<file path="src/rtl/conv_encoder_stream.sv">
// Rate-1/2 convolutional encoder with valid/ready word streaming and optional zero-tail termination.
// Each data word is encoded MSB first, one bit per clock. Encoder state carries across words.
module conv_encoder_stream #(
  parameter int             DATA_W = 4,
  parameter int             K      = 3,
  parameter logic [K-1:0]   G0     = 3'b111,
  parameter logic [K-1:0]   G1     = 3'b101
) (
  input  logic                clk,
  input  logic                rst_n,
  input  logic                clr,
  input  logic                term_en,
  input  logic                in_valid,
  output logic                in_ready,
  input  logic [DATA_W-1:0]   in_data,
  input  logic                in_last,
  output logic                out_valid,
  input  logic                out_ready,
  output logic [2*DATA_W-1:0] out_data,
  output logic                out_last,
  output logic                out_tail,
  output logic [K-2:0]        enc_state
);

  // Handshake: a transfer happens on a rising edge where valid and ready are both high.
  // The producer holds valid and its payload steady until that edge; ready may not depend on valid.

  localparam int OUT_W = 2 * DATA_W;
  localparam int CNT_W = (DATA_W > 1) ? $clog2(DATA_W) : 1;
  localparam logic [CNT_W-1:0] LAST_DATA_BIT = CNT_W'(DATA_W - 1);
  localparam logic [CNT_W-1:0] LAST_TAIL_BIT = CNT_W'(K - 2);

  typedef enum logic [2:0] {
    ST_IDLE = 3'd0,
    ST_ENC  = 3'd1,
    ST_OUT  = 3'd2,
    ST_TAIL = 3'd3,
    ST_TOUT = 3'd4
  } state_t;

  state_t             state_q, state_d;
  logic [K-2:0]       sr_q, sr_d;
  logic [CNT_W-1:0]   cnt_q, cnt_d;
  logic [DATA_W-1:0]  data_q, data_d;
  logic               last_q, last_d;
  logic               term_q, term_d;
  logic [OUT_W-1:0]   out_data_q, out_data_d;

  logic               u;
  logic [K-1:0]       w;
  logic               c0, c1;
  logic [OUT_W-1:0]   pair_w;

  // Tail bits are zeros; data bits come from the MSB of the shifting word.
  assign u      = (state_q == ST_ENC) ? data_q[DATA_W-1] : 1'b0;
  assign w      = {u, sr_q};
  assign c0     = ^(G0 & w);
  assign c1     = ^(G1 & w);
  assign pair_w = {c0, c1, {(OUT_W-2){1'b0}}} >> {cnt_q, 1'b0};

  always_comb begin
    state_d    = state_q;
    sr_d       = sr_q;
    cnt_d      = cnt_q;
    data_d     = data_q;
    last_d     = last_q;
    term_d     = term_q;
    out_data_d = out_data_q;

    case (state_q)
      ST_IDLE: begin
        if (in_valid) begin
          data_d     = in_data;
          last_d     = in_last;
          term_d     = term_en;
          cnt_d      = '0;
          out_data_d = '0;
          state_d    = ST_ENC;
        end
      end
      ST_ENC: begin
        sr_d       = w[K-1:1];
        data_d     = {data_q[DATA_W-2:0], 1'b0};
        out_data_d = out_data_q | pair_w;
        cnt_d      = cnt_q + 1'b1;
        if (cnt_q == LAST_DATA_BIT) begin
          cnt_d   = '0;
          state_d = ST_OUT;
        end
      end
      ST_OUT: begin
        if (out_ready) begin
          if (last_q && term_q) begin
            out_data_d = '0;
            cnt_d      = '0;
            state_d    = ST_TAIL;
          end else begin
            state_d = ST_IDLE;
          end
        end
      end
      ST_TAIL: begin
        sr_d       = w[K-1:1];
        out_data_d = out_data_q | pair_w;
        cnt_d      = cnt_q + 1'b1;
        if (cnt_q == LAST_TAIL_BIT) begin
          cnt_d   = '0;
          state_d = ST_TOUT;
        end
      end
      ST_TOUT: begin
        if (out_ready) state_d = ST_IDLE;
      end
      default: state_d = ST_IDLE;
    endcase

    // Abort wins over any handshake seen in the same cycle.
    if (clr) begin
      state_d    = ST_IDLE;
      sr_d       = '0;
      cnt_d      = '0;
      out_data_d = '0;
    end
  end

  always_ff @(posedge clk or negedge rst_n) begin
    if (!rst_n) begin
      state_q    <= ST_IDLE;
      sr_q       <= '0;
      cnt_q      <= '0;
      data_q     <= '0;
      last_q     <= 1'b0;
      term_q     <= 1'b0;
      out_data_q <= '0;
    end else begin
      state_q    <= state_d;
      sr_q       <= sr_d;
      cnt_q      <= cnt_d;
      data_q     <= data_d;
      last_q     <= last_d;
      term_q     <= term_d;
      out_data_q <= out_data_d;
    end
  end

  assign in_ready  = (state_q == ST_IDLE);
  assign out_valid = (state_q == ST_OUT) || (state_q == ST_TOUT);
  assign out_last  = ((state_q == ST_OUT) && last_q && !term_q) || (state_q == ST_TOUT);
  assign out_tail  = (state_q == ST_TOUT);
  assign out_data  = out_data_q;
  assign enc_state = sr_q;

endmodule

</file>
<file path="config.mk">
export PLATFORM = sky130hd
export DESIGN_NAME = conv_encoder_stream
export DESIGN_NICKNAME = d
export VERILOG_FILES = /design/src/rtl/conv_encoder_stream.sv
export SDC_FILE = /design/constraint.sdc
export NUM_CORES = 1
export LEC_CHECK = 0
export ABC_AREA = 1
export CAP_MARGIN = 40
export CORE_MARGIN = 2
export CORE_UTILIZATION = 53
export DETAILED_ROUTE_END_ITERATION = 8
export GPL_TIMING_DRIVEN = 1
export PLACE_DENSITY = 0.83
export SYNTH_ARGS = -nofsm -noshare
export SYNTH_HDL_FRONTEND = slang
export SYNTH_SLANG_ARGS = --single-unit
export TNS_END_PERCENT = 1
</file>
<file path="constraint.sdc">
create_clock -name clk -period 3.12 [get_ports clk]
set_input_delay 0.624 -clock clk [delete_from_list [all_inputs] [get_ports clk]]
set_output_delay 0.624 -clock clk [all_outputs]
set_load 0.01 [all_outputs]
</file>
=== After elaboration in Yosys (flattened, before gate mapping) ===
Cells that the tools add are included.

* Mux-type cells: 25
* Reduce and logical (&&, ||, !) cells: 19
* Bitwise operators: 1
* Shifts and indexed selects: 1
* Magnitude comparators: 0
* Multipliers: 0
* $add $sub $neg: 1
* Eq/ne operators: 13
* Div/mod/pow operators: 0

{| class="wikitable"
|+ Operators with widths
! operator !! number
|-
| 8-bit two-way mux || 4
|-
| 8-bit case mux with 3 select lines || 1
|-
| 2-bit two-way mux || 9
|-
| 3-bit two-way mux || 6
|-
| 3-bit != test (second input constant) || 5
|-
| 3-bit case mux with 5 select lines || 1
|-
| 8-bit bitwise OR || 1
|-
| 2-bit case mux with 4 select lines || 1
|-
| 4-bit case mux with 2 select lines || 1
|-
| 4-bit AND reduction || 2
|-
| 8-bit by 3-bit right shift with 8-bit output || 1
|-
| 3-bit by 2-bit == test with 1-bit output (second input constant) || 2
|-
| 3-bit XOR reduction || 2
|-
| 5-bit AND reduction || 1
|-
| 5-bit nonzero test || 1
|-
| 4-bit two-way mux || 1
|-
| 2-bit AND reduction || 2
|-
| 2-bit nonzero test || 2
|-
| 4-bit nonzero test || 1
|-
| 3-bit by 1-bit == test with 1-bit output (second input constant) || 1
|-
| 3-bit == test (second input constant) || 1
|-
| 1-bit logical AND || 3
|-
| 3-bit zero test || 1
|-
| 3-bit by 2-bit != test with 1-bit output (second input constant) || 1
|-
| other kinds (8) || 9
|}

* Flip-flop bits (word level): 21
* Bits in writable memories: 0
* Latch bits: 0
* Memories kept: 0
* ROM bits: 0

=== Depth between registers and ports, before layout ===
Gate-level depths: netlist of run 1.

* Depth in word-level cells: 7
* Gate-level depth with buffers: 9

=== Worst setup path after synthesis of run 1 ===
No wires, ideal clock.

* Kind: register to output
* Start: register state_q[0]
* End: output out_valid
* Path buffers: 1
* Data arrival time: 1.095 ns
* Setup slack: 1.401 ns
* Cell stages (with the launch flop): 6
* Cells stage by stage: dfrtp_1 buf_6 nor2_1 inv_2 nor2_1 or2_2

* Longest elaborated chain between the ends: 2

{| class="wikitable"
|+ RTL lines
! item !! line !! text
|-
| from (decl) || 41 || <nowiki>state_t state_q, state_d;</nowiki>
|-
| from (signal assigned) || 136 || <nowiki>state_q <= state_d;</nowiki>
|-
| 3-bit == test || n/a ||
|-
| net out_tail || 21 || <nowiki>output logic out_tail,</nowiki>
|-
| 1-bit logical OR || 147 || <nowiki>assign out_valid = (state_q == ST_OUT) || (state_q == ST_TOUT);</nowiki>
|-
| to (decl) || 17 || <nowiki>output logic out_valid,</nowiki>
|}

The timed path passes the listed nets, and every way through them passes these cells.

=== Worst setup path in the final report of run 1 ===
* Start: register state_q[0]
* End: output out_valid

* Longest elaborated chain between the ends: 2

{| class="wikitable"
|+ RTL lines
! item !! line
|-
| 3-bit by 2-bit == test with 1-bit output / 3-bit == test (equally long branches) || 147
|-
| 1-bit logical OR * || 147
|}

Mark *: on every way between the ends. The rest lies on a longest branch, timed or not.

==> results of run 1 <==
[cell families after synthesis]
family,Yosys count,share of synthesized area (%)
AND/OR/NAND/NOR,82,32.35
AO/OA/AOI/OAI,17,9.760
adder cells (fa/ha/maj),3,3.290
flip-flops,21,46.05
buffers and inverters,18,6.579
multiplexers,2,1.974
[synthesized netlist by cell type]
library cell / instances / share of area, %
nor2_1: 31 / 10
nand2_1: 27 / 8.9
dfrtp_1: 21 / 46
inv_1: 13 / 4.3
nand3_1: 13 / 5.7
inv_2: 4 / 1.3
o21ai_1: 4 / 1.8
ha_1: 3 / 3.3
nand2_2: 3 / 1.6
nor2_4: 3 / 3.0
o21ai_0: 3 / 1.3
o22ai_1: 3 / 1.6
a21oi_1: 2 / 0.88
mux2_2: 2 / 2.0
a21oi_4: 1 / 1.4
a31oi_1: 1 / 0.55
buf_6: 1 / 0.99
nand3_2: 1 / 0.88
nand4_1: 1 / 0.55
nor2_2: 1 / 0.55
nor3_1: 1 / 0.44
o211ai_1: 1 / 0.66
o21ai_2: 1 / 0.77
o311ai_1: 1 / 0.77
or2_2: 1 / 0.55
[path summary, 6_finish.rpt]
kind,from,to,cells past startpoint
setup / recovery,state_q[0],out_valid,5
hold / removal,out_data[2],out_data[2],2
setup reg to reg,state_q[2],out_data[0],8
hold reg to reg,out_data[2],out_data[2],2
max in group asynchronous,rst_n,data_q[3],2
min in group asynchronous,rst_n,data_q[2],1
[worst max-delay path, delay by kind of cell, from the launching register on]
kind	cells	cell delay (ns)
buffers and inverters	2	0.62
DFF	1	0.51
and+or+nand+nor	3	0.55
[state kept, by name, indices dropped and copies added (netlist names)]
signal,count
term_q,1
last_q,1
cnt_q,2
state_q,3
data_q,4
out_data,8
enc_state,2
[cell type report]
cell class	instances	area, sq um
Sequential cell	21	525.5
Multi-Input combinational cell	104	540.5
Clock buffer	3	22.52
Inverter	17	63.81
Fill cell	152	555.5
Clock inverter	1	5.005
Tap cell	27	33.78
Timing Repair Buffer	25	255.2
[layer usage]
layer	up-vias	share of wire [%]
li1	516	-
met1	485	47
met2	30	48
met3	4	4.4
met4	0	1.4
met5	-	0
[stage by stage]
step | power, W | area, sq um | hold WS, ns
detailed placement | 0.001034 | 1419 | 0.4894
global placement | 0.001016 | 1404 | 0.4816
CTS | 0.001168 | 1446 | 0.5182
global route | 0.001259 | 1446 | 0.5433
finish | 0.001157 | 1446 | 0.5135
floorplan | 0.0008456 | 1141 | 0.3284
[report_power, final]
part | internal (W) | leakage (nW) | switching [W]
clock network | 0.0000477 | 0.0177 | 0.0000822
logic | 0.000241 | 0.367 | 0.000346
registers | 0.000355 | 0.276 | 0.0000859
total | 0.000643 | 0.660 | 0.000514
==> flow_metrics.tcl, run 1 <==
set metrics [dict create \
    status "finished, final reports clean" \
    clock_latency_of_the_later_clocked_register_in_the_worst_skew_pair_ns 0.30 \
    static-leakage-power_nw 0.6601 \
    critical_path.max_stage_delay_ns 0.53 \
    num_rows 16 \
    synth.yosys.seq_area_share_pct 46.05 \
    initialDrtViolationCount 36 \
    grt_met2_use_pct 35.53 \
    postSynthAreaPerCell_sq_um 7.980 \
    core_region_area_sq_mm 0.002002 \
    chipHeight_microns 50.40 \
    cts_buffers 3 \
    timing.fmax_mhz 385.1 \
    maximum_number_of_pins_on_one_net_before_global_route_repair 14 \
    tightestPinTransition_ns 0.4786 \
    maxCapViolCount 0 \
    cts_tree "built" \
    rsz0062_at_grt "false" \
    grt_first_pass_wirelength_microns 4167 \
    finalSetupViolCount 0 \
    finClkSkew_ns 0.007267 \
    required_ns 2.50 \
    io_buffer_count 24 \
    crit_path_top_delay_cell "clkdlybuf4s50_1" \
    synth.cell_area_sq_mm 0.001141 \
    hold_path.class "reg2reg" \
    grt_antenna_before_repair 0 \
    antenna_violating_nets_post_route 0 \
    synthesis.instances 143 \
    fp.dieArea_sq_mm 0.002540 \
    cts_repair_resize_count 0 \
    global_route.usage.met3_pct 3.571 \
    first_global_vias 979 \
    synthDistinctLibCells 25 \
    timing.critical_path.cells "nor2_1, inv_2, nor2_1, or2_2, clkdlybuf4s50_1" \
    timing.max_slew.rel_slack_pct 67.99 \
    worst_setup_hold_path_clk_slew_ns 0.12 \
    crit_path_frequent_cell "nor2_1" \
    grt-busiest-layer "met2" \
    detailed_place_hpwl_microns 1952 \
    drt-vias-per-instance 5.227 \
    route.vias.total 1035 \
    track_usage_pct 21.46 \
    dp.cells 194 \
    final.period_utilization_pct 83.23 \
    fin_ws_ns 0.5234 \
    detail_route.wirelength_microns 2404 \
    detailedRoute.firstPassIterationCount 4 \
    power.density_cell_area_mw_per_mm2 799.8 \
    final_net_count 186 \
    clock-root-buffer "clkbuf_4" \
    layout-area-overhead-vs-synth_pct 26.75 \
    post-place-ws_ns 0.8817 \
    routed_wire_length_per_instance_microns 12.14 \
    post-route-min-period_ns 2.597 \
    finish.utilization_pct 72.25 \
    fraction_of_layout_instances_using_a_drive_strength_above_1_pct 12.87 \
    n_antenna_cell 0 \
    grt-ovfl-total 0 \
    setup.worst_path.start_class "flop" \
    cts_buffer_depth 2 \
    final_hold_viol_count 0 \
    ctsHtreeMaxLevel 1 \
    worstSetupEndpointType "output port" \
    number_of_sinks_driven_by_the_clock_tree 21 \
    synth-warning-count 0 \
    post-cts-setup-buffer-count 0 \
    mostFrequentLayoutCell "nor2_1" \
    postCtsHoldBufs 0 \
    place.gp.congestion 0.9736 \
    number_of_cells_in_the_finished_layout_apart_from_fillers 198 \
    cp.arrival_ns 1.97 \
    synth-seq-cells 21 \
    drc 0 \
    syn-num-nets 157 \
    die-width_microns 50.40 \
    most-common-layout-cells "31 x nor2_1, 27 x nand2_1, 24 x clkdlybuf4s50_1, 21 x dfrtp_1" \
    timing_worst_setup_path_type "reg2out" \
    r2r_slack_ns 1.59 \
    totalNegativeSetupSlack_ns 0 \
    grt.met1_usage_pct 27.82 \
    power.ir.vdd_worst_mv 0.5428 \
    path_max_fanout 8 \
    floorplan.initialDensity_pct 57.00 \
    io_pins 25 \
    slew_viol_final 0 \
]
No activity file was read; power rests on OpenSTA's default activity.
==> inputs of run 2 (changes only) <==
Settings changed: CORE_UTILIZATION 53 to 49, PLACE_DENSITY 0.83 to 0.78.
Clock period 3.12 ns to 2.6 ns, I/O delays scaled along.
==> run 2 against run 1 <==
  * Final cell count rose by 0.51%
  * Sequential power rose by 21%
  * Setup slack got worse by 0.40 ns
  * Flip-flop and latch count did not move
  * Wire length rose by 3.9%
  * Largest cell class unchanged
==> flow_metrics.tcl, run 2 (synthesized netlist as in run 1, its figures left out) <==
set metrics [dict create \
    maximum_number_of_pins_on_one_net_before_global_route_repair 22 \
    fp.dieArea_sq_mm 0.002731 \
    path_max_fanout 8 \
    slew_viol_final 0 \
    static-leakage-power_nw 0.6574 \
    mostFrequentLayoutCell "nor2_1" \
    route.vias.total 1024 \
    whs_path_cells 2 \
    drt-vias-per-instance 5.146 \
    largest_register_ff_count 8 \
    worst_setup_hold_path_clk_slew_ns 0.12 \
    die-width_microns 52.26 \
    grt_first_pass_wirelength_microns 4215 \
    timing.critical_path.cells "nor2_1, inv_2, nor2_1, or2_2, clkdlybuf4s50_1" \
    clock-root-buffer "clkbuf_4" \
    cts_buffer_depth 2 \
    num_rows 17 \
    cts_tree "built" \
    cts_buffers 3 \
    chipHeight_microns 52.26 \
    hold_path.class "reg2reg" \
    timing_worst_setup_path_type "reg2out" \
    post-route-min-period_ns 2.479 \
    clock_latency_of_the_later_clocked_register_in_the_worst_skew_pair_ns 0.32 \
    most-common-layout-cells "31 x nor2_1, 27 x nand2_1, 24 x clkdlybuf4s50_1, 21 x dfrtp_1" \
    maxCapViolCount 0 \
    io_pins 25 \
    post-cts-setup-buffer-count 0 \
    grt-ovfl-total 0 \
    ctsHtreeMaxLevel 1 \
    path_delay_family "buffers and inverters" \
    core_region_area_sq_mm 0.002212 \
    cts_repair_resize_count 0 \
    r2r_slack_ns 1.05 \
    timing.fmax_mhz 403.5 \
    crit_path_top_delay_cell "dfrtp_1" \
    drc 0 \
    final_hold_viol_count 0 \
    floorplan.initialDensity_pct 51.58 \
    finalSetupViolCount 0 \
    power.ir.vdd_worst_mv 0.6312 \
    postCtsHoldBufs 0 \
    number_of_sinks_driven_by_the_clock_tree 21 \
    critical_path.max_stage_delay_ns 0.52 \
    detail_route.wirelength_microns 2497 \
    count_of_filler_cells_inserted_in_the_layout 202 \
    tightestPinTransition_ns 0.3424 \
    setup.worst_path.start_class "flop" \
    place.gp.congestion 0.9160 \
    detailedRoute.firstPassIterationCount 4 \
    final.period_utilization_pct 95.33 \
    crit_path_frequent_cell "nor2_1" \
    finish.utilization_pct 65.10 \
    fraction_of_layout_instances_using_a_drive_strength_above_1_pct 12.87 \
    final_net_count 186 \
    finClkSkew_ns 0.003815 \
    required_ns 2.08 \
    cp_num_cells 5 \
    n_antenna_cell 0 \
    totalNegativeSetupSlack_ns 0 \
    grt_antenna_before_repair 0 \
    initialDrtViolationCount 19 \
    worstPathBufferInverterCount 2 \
    layout-area-overhead-vs-synth_pct 26.21 \
    worstRegToRegCells 8 \
    cp.arrival_ns 1.96 \
    rsz0062_at_grt "false" \
    antenna_violating_nets_post_route 0 \
    track_usage_pct 21.27 \
    first_global_vias 1015 \
    routed_wire_length_per_instance_microns 12.55 \
    status "finished, final reports clean" \
    detailed_place_hpwl_microns 1961 \
    worstSetupEndpointType "output port" \
    power.density_cell_area_mw_per_mm2 974.8 \
    io_buffer_count 24 \
    timing.max_slew.rel_slack_pct 77.18 \
]
## run 2: cell types whose count changed in the layout (fill, tap and decap cells not counted)
cell / delta
buf_8: -1
buf_4: +1
## run 2: layer usage
layer / routed length, microns / track usage, % / share of wire (%) / vias to the layer above
met3: 100 / 4.000 / 4.0 / 5
li1: - / - / - / 514
met1: 1114 / 26.25 / 45 / 482
met5: 0 / 0 / 0 / -
met4: 43 / 8.974 / 1.7 / 0
met2: 1239 / 36.29 / 50 / 23
## run 2: power breakdown
group / switching [W] / internal, W / leakage [nW]
registers: 0.000108 / 0.000425 / 0.276
clock network: 0.000108 / 0.0000576 / 0.0177
logic: 0.000418 / 0.000287 / 0.364
## run 2: area by class of cell
class	count	area (sq um)	area share [%]
Multi-Input combinational cell	104	540.5	37.53
Inverter	17	63.81	4.431
Tap cell	28	35.03	2.433
Clock inverter	1	5.005	0.3475
Clock buffer	3	22.52	1.564
Sequential cell	21	525.5	36.49
Timing Repair Buffer	25	247.7	17.20
## run 2: path summary, 6_finish.rpt
path                               end   startpoint
max                          out_valid   state_q[0]
min                        out_data[0]  out_data[0]
max reg2reg                out_data[1]   state_q[2]
min reg2reg                out_data[0]  out_data[0]
max in group asynchronous    data_q[1]        rst_n
min in group asynchronous   state_q[0]        rst_n
## run 2: tightest hold or removal path, cell delays in order (launching register included)
cell,delay [ns]
dfrtp_1,0.36
nor2_1,0.05
nor2_1,0.07
## run 2: metrics by stage
step,instances,hold slack [ns],power (W),worst slack [ns],cell area [sq um]
2_1_floorplan,143,0.2244,0.001015,0.9849,1141
5_1_grt,199,0.5315,0.001516,0.004985,1440
6_report,199,0.5059,0.001404,0.1215,1440
3_5_place_dp,195,0.4860,0.001244,0.4912,1413
4_1_cts,199,0.5160,0.001410,0.1197,1440
3_3_place_gp,195,0.4835,0.001224,0.4634,1413
